File: src/rtl/pa_pmp_chk_sched.sv
// pa_pmp_chk_sched: arbitrates IFU/LSU PMP check requests onto the single shared
// PMP compare datapath, holds the selected access for one compare cycle, resolves
// the lowest-index hit and returns a one-cycle deny response to the requester.
// Build option: define PMP_SCHED_RR_EN for round-robin arbitration; otherwise LSU
// has fixed priority with an IFU starvation counter limited by STARVE_MAX.
module pa_pmp_chk_sched #(
    parameter int ADDR_WIDTH = 32,
    parameter int REGION_NUM = 8,
    parameter int STARVE_MAX = 4
) (
    input  logic                  pmpclk,
    input  logic                  cpurst_b,
    input  logic                  ifu_pmp_req_vld,
    input  logic [ADDR_WIDTH-1:0] ifu_pmp_req_addr,
    input  logic                  ifu_pmp_req_mmode,
    output logic                  pmp_ifu_req_rdy,
    output logic                  pmp_ifu_rsp_vld,
    output logic                  pmp_ifu_rsp_deny,
    input  logic                  lsu_pmp_req_vld,
    input  logic [ADDR_WIDTH-1:0] lsu_pmp_req_addr,
    input  logic                  lsu_pmp_req_mmode,
    input  logic                  lsu_pmp_req_st,
    output logic                  pmp_lsu_req_rdy,
    output logic                  pmp_lsu_rsp_vld,
    output logic                  pmp_lsu_rsp_deny,
    output logic [3:0]            pmp_rsp_region,
    input  logic                  csr_pmp_cfg_upd,
    output logic [ADDR_WIDTH-1:0] sched_comp_addr,
    output logic                  sched_comp_mmode,
    output logic                  sched_comp_umode,
    output logic                  sched_comp_is_st,
    output logic                  sched_comp_is_ifu,
    input  logic [REGION_NUM-1:0] comp_sched_hit,
    input  logic [REGION_NUM-1:0] comp_sched_deny,
    input  logic                  comp_sched_nohit_deny
);

    typedef enum logic [1:0] {
        ST_IDLE = 2'd0,
        ST_COMP = 2'd1,
        ST_RESP = 2'd2
    } state_t;

    state_t                r_state;
    state_t                w_state_next;
    logic                  w_grant_ok;
    logic                  w_ifu_gnt;
    logic                  w_lsu_gnt;
    logic                  w_any_gnt;
    logic                  w_capture;
    logic                  w_hit_deny;
    logic [3:0]            w_hit_region;
    logic [ADDR_WIDTH-1:0] r_comp_addr;
    logic                  r_comp_mmode;
    logic                  r_comp_umode;
    logic                  r_comp_is_st;
    logic                  r_comp_is_ifu;
    logic                  r_rsp_deny;
    logic                  r_rsp_ifu;
    logic [3:0]            r_rsp_region;

`ifdef PMP_SCHED_RR_EN
    // 1 = LSU was granted last, so IFU wins the next contention
    logic r_rr_last;
`else
    localparam int SW = $clog2(STARVE_MAX + 1);
    localparam logic [SW-1:0] STARVE_LIM = SW'(STARVE_MAX);
    logic [SW-1:0] r_starve_cnt;
`endif

    // Grants only issue from IDLE or RESP, never during a cfg update or while in reset
    assign w_grant_ok = ((r_state == ST_IDLE) || (r_state == ST_RESP)) &&
                        !csr_pmp_cfg_upd && cpurst_b;

    // Arbitration: single requester wins outright, contention resolved by policy
    always_comb begin
        w_ifu_gnt = 1'b0;
        w_lsu_gnt = 1'b0;
        if (w_grant_ok) begin
            if (ifu_pmp_req_vld && lsu_pmp_req_vld) begin
`ifdef PMP_SCHED_RR_EN
                w_ifu_gnt = r_rr_last;
                w_lsu_gnt = !r_rr_last;
`else
                w_ifu_gnt = (r_starve_cnt == STARVE_LIM);
                w_lsu_gnt = (r_starve_cnt != STARVE_LIM);
`endif
            end else begin
                w_ifu_gnt = ifu_pmp_req_vld;
                w_lsu_gnt = lsu_pmp_req_vld;
            end
        end
    end

    assign w_any_gnt       = w_ifu_gnt | w_lsu_gnt;
    assign pmp_ifu_req_rdy = w_ifu_gnt;
    assign pmp_lsu_req_rdy = w_lsu_gnt;
    assign w_capture       = (r_state == ST_COMP) && !csr_pmp_cfg_upd;

    // Next-state logic for the IDLE -> COMP -> RESP check pipeline
    always_comb begin
        w_state_next = r_state;
        case (r_state)
            ST_IDLE: if (w_any_gnt) w_state_next = ST_COMP;
            ST_COMP: if (!csr_pmp_cfg_upd) w_state_next = ST_RESP;
            ST_RESP: w_state_next = w_any_gnt ? ST_COMP : ST_IDLE;
            default: w_state_next = ST_IDLE;
        endcase
    end

    // State register
    always_ff @(posedge pmpclk or negedge cpurst_b) begin
        if (!cpurst_b) r_state <= ST_IDLE;
        else           r_state <= w_state_next;
    end

    // Lowest-index hit wins; no hit falls back to the default deny with region[3] set
    always_comb begin
        w_hit_deny   = comp_sched_nohit_deny;
        w_hit_region = 4'b1000;
        for (int i = REGION_NUM - 1; i >= 0; i--) begin
            if (comp_sched_hit[i]) begin
                w_hit_deny   = comp_sched_deny[i];
                w_hit_region = {1'b0, 3'(i)};
            end
        end
    end

    // Datapath drive: loaded on grant, held through COMP stalls, zero otherwise
    always_ff @(posedge pmpclk or negedge cpurst_b) begin
        if (!cpurst_b) begin
            r_comp_addr   <= '0;
            r_comp_mmode  <= 1'b0;
            r_comp_umode  <= 1'b0;
            r_comp_is_st  <= 1'b0;
            r_comp_is_ifu <= 1'b0;
        end else if (w_any_gnt) begin
            r_comp_addr   <= w_ifu_gnt ? ifu_pmp_req_addr : lsu_pmp_req_addr;
            r_comp_mmode  <= w_ifu_gnt ? ifu_pmp_req_mmode : lsu_pmp_req_mmode;
            r_comp_umode  <= w_ifu_gnt ? !ifu_pmp_req_mmode : !lsu_pmp_req_mmode;
            r_comp_is_st  <= w_lsu_gnt & lsu_pmp_req_st;
            r_comp_is_ifu <= w_ifu_gnt;
        end else if (w_state_next != ST_COMP) begin
            r_comp_addr   <= '0;
            r_comp_mmode  <= 1'b0;
            r_comp_umode  <= 1'b0;
            r_comp_is_st  <= 1'b0;
            r_comp_is_ifu <= 1'b0;
        end
    end

    // Result capture at the end of an unstalled COMP cycle
    always_ff @(posedge pmpclk or negedge cpurst_b) begin
        if (!cpurst_b) begin
            r_rsp_deny   <= 1'b0;
            r_rsp_ifu    <= 1'b0;
            r_rsp_region <= 4'd0;
        end else if (w_capture) begin
            r_rsp_deny   <= w_hit_deny;
            r_rsp_ifu    <= r_comp_is_ifu;
            r_rsp_region <= w_hit_region;
        end
    end

`ifdef PMP_SCHED_RR_EN
    // Remember which source won the last grant
    always_ff @(posedge pmpclk or negedge cpurst_b) begin
        if (!cpurst_b)      r_rr_last <= 1'b0;
        else if (w_any_gnt) r_rr_last <= w_lsu_gnt;
    end
`else
    // Count LSU grants that overtook a waiting IFU request, saturating at the limit
    always_ff @(posedge pmpclk or negedge cpurst_b) begin
        if (!cpurst_b) begin
            r_starve_cnt <= '0;
        end else if (w_ifu_gnt) begin
            r_starve_cnt <= '0;
        end else if (w_lsu_gnt) begin
            if (!ifu_pmp_req_vld)                r_starve_cnt <= '0;
            else if (r_starve_cnt != STARVE_LIM) r_starve_cnt <= r_starve_cnt + 1'b1;
        end
    end
`endif

    assign sched_comp_addr   = r_comp_addr;
    assign sched_comp_mmode  = r_comp_mmode;
    assign sched_comp_umode  = r_comp_umode;
    assign sched_comp_is_st  = r_comp_is_st;
    assign sched_comp_is_ifu = r_comp_is_ifu;

    assign pmp_ifu_rsp_vld  = (r_state == ST_RESP) &&  r_rsp_ifu;
    assign pmp_lsu_rsp_vld  = (r_state == ST_RESP) && !r_rsp_ifu;
    assign pmp_ifu_rsp_deny = pmp_ifu_rsp_vld & r_rsp_deny;
    assign pmp_lsu_rsp_deny = pmp_lsu_rsp_vld & r_rsp_deny;
    assign pmp_rsp_region   = (r_state == ST_RESP) ? r_rsp_region : 4'd0;

endmodule
File: config.mk
export PLATFORM = sky130hd
export DESIGN_NAME = pa_pmp_chk_sched
export DESIGN_NICKNAME = d
export VERILOG_FILES = /design/src/rtl/pa_pmp_chk_sched.sv
export SDC_FILE = /design/constraint.sdc
export NUM_CORES = 1
export LEC_CHECK = 0
export CAP_MARGIN = 20
export CORE_ASPECT_RATIO = 0.9
export CORE_MARGIN = 2
export CORE_UTILIZATION = 41
export DETAILED_ROUTE_END_ITERATION = 8
export GPL_TIMING_DRIVEN = 1
export MAX_ROUTING_LAYER = met4
export PLACE_DENSITY = 0.91
export SYNTH_ARGS = -nofsm -noshare
export SYNTH_HDL_FRONTEND = slang
export SYNTH_SLANG_ARGS = --single-unit
File: constraint.sdc
create_clock -name pmpclk -period 2.6 [get_ports pmpclk]
set_input_delay 0.39 -clock pmpclk [delete_from_list [all_inputs] [get_ports pmpclk]]
set_output_delay 0.39 -clock pmpclk [all_outputs]
set_load 0.02 [all_outputs]
==> metrics.md <==
| Metric | Value |
|---|---|
| Max Fclk | roughly 400 MHz |
| Buffer levels on the longest clock path | 2 |
| Cell accounting for the most synthesized area | sky130_fd_sc_hd__dfrtp_1 |
| Htree depth | 2 |
| Overflow left after global routing | 0 |
| Buffers inserted by post-CTS timing repair | 0 |
| Endpoint type of the worst setup path | output pin |
| List of most frequent post-synthesis cells | 84 x sky130_fd_sc_hd__nand2_1, 65 x sky130_fd_sc_hd__nand3_1, 47 x sky130_fd_sc_hd__dfrtp_1 |
| Most used DFF post-synth | sky130_fd_sc_hd__dfrtp_1 |
| Pin slew with the least headroom to its limit | 599.6 ps |
| Worst path required time | about 2200 ps |
| Post-Synth Simple-Gate Area | between 30% and 40% |
| Worst Path Max Fanout | 3 |
| Overall routing resource usage | 20.71% |
| Number of global-route vias before repair | about 2.3k |
| Count of state elements after synthesis | 47 |
| Post-synthesis adder-cell area fraction | 1.070% |
| Worst setup path end | pmp_lsu_req_rdy |
| Remaining design rule violation count | 0 |
| Wire length reported by the detailed router | 6549 um |
| Normalized max-slew margin | 60.03% |
| Top cell type's share of synthesized area | 50.29% |
| Post-synthesis share of cell area spent on xor and xnor gates | 0% |
| Number of instances resized during post-cts repair | 0 |
| Die span in y | 75.65 um |
| Setup repair after global routing missed its margin | no |
| Wire length of the first global-routing pass | just over 10000 um |
| Post-synthesis to final-layout area growth | 62.98% |
| Iteration-0 DRC count of the detailed router | 66 |
| Initial DRT Pass Iterations | 4 |
| Ports | 135 |
| Net count of the mapped netlist | between 300 and 400 |
| Mapped cell area | 2338 um2 |
| Wire length per cell | roughly 14 um |
| Worst hold-check slack | between 200 and 250 ps |
| MaxCap Viol Count | 0 |
| Main combinational cell family by area after synthesis | simple AND/OR/NAND/NOR gates |
| Largest net degree at the start of global routing | 48 |
| Count of final max-slew check failures | 0 |
| Max IR drop VDD | 0.0002719 V |
| Width of the chip | between 80 and 90 um |
| Critical path start-end classification | in2out |
| Root Driver | sky130_fd_sc_hd__clkbuf_8 |
| Antenna violations before repair | 0 |
| Worst endpoint data arrival time | around 2100 ps |
| Gate Count Post-Synth | 272 |
| Multiplexer area fraction after synthesis | between 1 and 1.5% |
| Worst reg2reg path depth | 8 |
| Synthesized-area fraction occupied by ao, oa, aoi and oai cells | ~7.1% |
| Cell area after placement | 3727 um2 |
| Result of the run | completed |
| Quantity of I/O buffers inserted on ports | 134 |
| Leakage | ~1.7 nW |
| Final Hold Vio Count | 0 |
| TritonCTS clock tree | done |
| Distinct cells, synth | 36 |
| Floorplan die area | around 6300 um2 |
| Clock-pin slew reported for the worst setup and hold paths after clock tree synthesis | ~90 ps |
| Total CTS buffers | 5 |
| Final min period | roughly 2500 ps |
| Terminus of the critical flop-to-flop path | sched_comp_mmode$_DFFE_PN0P_ |
| Post-route cell area | roughly 3800 um2 |
| Top-count cell post-synth | sky130_fd_sc_hd__nand2_1 |
| Count of antenna-violating nets left after detailed routing | 0 |
| Final setup skew | approximately 7 ps |
| Via density | ~5.1 |
| Sink count of the clock tree | 47 |
| Warnings, synthesis | 0 |
| Placeable core area | ~5600 um2 |
| Final critical-path share of the clock period | a little over nine tenths |
| Reg2reg setup slack | 820 ps |
| Total half-perimeter wirelength after legalization and detailed placement | 4937 um |
| Mean post-synth cell area | between 8 and 9 um2 |
| Worst flop-to-flop path startpoint | r_starve_cnt[0]$_DFFE_PN0P_ |
| Type of the most critical hold path | in2async |
| Count of nets after finishing | between 400 and 500 |
| Standard-cell rows | 26 |
| Share of final-layout standard cells stronger than drive strength 1 | about 6.4% |
| Share of async-settable or async-resettable flops after synthesis | 100.0% |
| Initial core utilization | a little over two fifths |
| Placer's final routability congestion estimate | roughly 0.9 |
| Power density of the placed cells | 468.8 nW/um2 |
| Worst-skew pair later-pin latency | roughly 300 ps |
| Number of hold buffers added after CTS | 0 |
| Most area-consuming cells after synthesis | sky130_fd_sc_hd__dfrtp_1 50%, sky130_fd_sc_hd__nand3_1 14%, sky130_fd_sc_hd__nand2_1 13% |
| Sum of negative setup slack | 0 ps |
| Share of the yosys chip area belonging to registers | between 50% and 60% |
| Vias after detailed routing | between 2k and 2.5k |
| Number of antenna diodes | 0 |
| Final count of negative-setup-slack endpoints | 0 |
| Worst setup path start | csr_pmp_cfg_upd |
| Count of flip-flops with a built-in enable after synthesis | 0 |
| Element type at the critical path start | primary input |
-- registers in the layout, indices dropped and copies added (netlist names), 2 cells and up --
signal           cells
sched_comp_addr     32
r_state              2
r_rsp_region         4
r_starve_cnt         3
-- cells in the final DEF, fill, tap and decap left out, types with 5 or more instances in the layout --
master	count
sky130_fd_sc_hd__clkdlybuf4s50_1	133
sky130_fd_sc_hd__o21ai_0	5
sky130_fd_sc_hd__a21oi_1	7
sky130_fd_sc_hd__and2_1	6
sky130_fd_sc_hd__inv_1	6
sky130_fd_sc_hd__buf_4	9
sky130_fd_sc_hd__dfrtp_1	47
sky130_fd_sc_hd__nand2_1	84
sky130_fd_sc_hd__nand3_1	65
sky130_fd_sc_hd__clkbuf_8	5
-- worst min-delay path by stage --
stage	startpoint	slack (ps)	depth (start not counted)	end
final	cpurst_b	220	2	sched_comp_addr[5]$_DFFE_PN0P_
after detailed placement	r_rsp_region[2]$_DFFE_PN0P_	450	2	r_rsp_region[2]$_DFFE_PN0P_
after CTS	cpurst_b	240	2	sched_comp_addr[8]$_DFFE_PN0P_
after global routing	cpurst_b	270	2	sched_comp_addr[5]$_DFFE_PN0P_
after global placement	r_rsp_region[2]$_DFFE_PN0P_	450	2	r_rsp_region[2]$_DFFE_PN0P_
after floorplan	cpurst_b	90	0	r_rsp_deny$_DFFE_PN0P_
-- logic make-up after synthesis --
logic type | Yosys count
compound gates | 25
mux | 3
simple gates | 172
flops | 47
buf+inv | 23
fa+ha+maj | 2
-- through the flow --
| stage | util (%) | setup slack (ps) | power [mW] | instances |
|---|---|---|---|---|
| finish | 68.11 | 120.1 | 1.787 | 478 |
| floorplan | - | 886.3 | 1.076 | 272 |
| global placement | 66.61 | 177.5 | 1.358 | 470 |
| CTS | 68.11 | 126.7 | 1.804 | 478 |
| global route | 68.11 | 44.03 | 1.875 | 478 |
| detailed placement | 66.61 | 146.7 | 1.374 | 470 |
-- cell type report --
| type | count | area, um2 |
|---|---|---|
| tap | 70 | 87.58 |
| fill | 446 | 1784 |
| clock buffer | 5 | 68.82 |
| multi-input combinational | 202 | 1025 |
| clock inverter | 3 | 15.01 |
| sequential | 47 | 1176 |
| timing repair buffer | 143 | 1404 |
| inverter | 8 | 35.03 |
-- worst max-delay path, stage by stage --
cell	delay, ps
sky130_fd_sc_hd__clkdlybuf4s50_1	490
sky130_fd_sc_hd__nor3b_4	280
sky130_fd_sc_hd__nand2_1	110
sky130_fd_sc_hd__a31oi_1	190
sky130_fd_sc_hd__clkdlybuf4s50_1	640
-- report_power, final --
part / internal [mW] / switching, mW / total, mW
clock: 0.185 / 0.247 / 0.431
combinational: 0.276 / 0.236 / 0.512
sequential: 0.801 / 0.0432 / 0.844
-- routing by layer --
layer,share of wire [%],vias up,global-route usage [%]
met3,4.7,12,3.900
met4,1.4,0,7.168
li1,-,1182,-
met1,40,1149,24.14
met2,54,72,36.80
met5,0,-,-
Note: power is estimated with default switching activity, not from simulation.
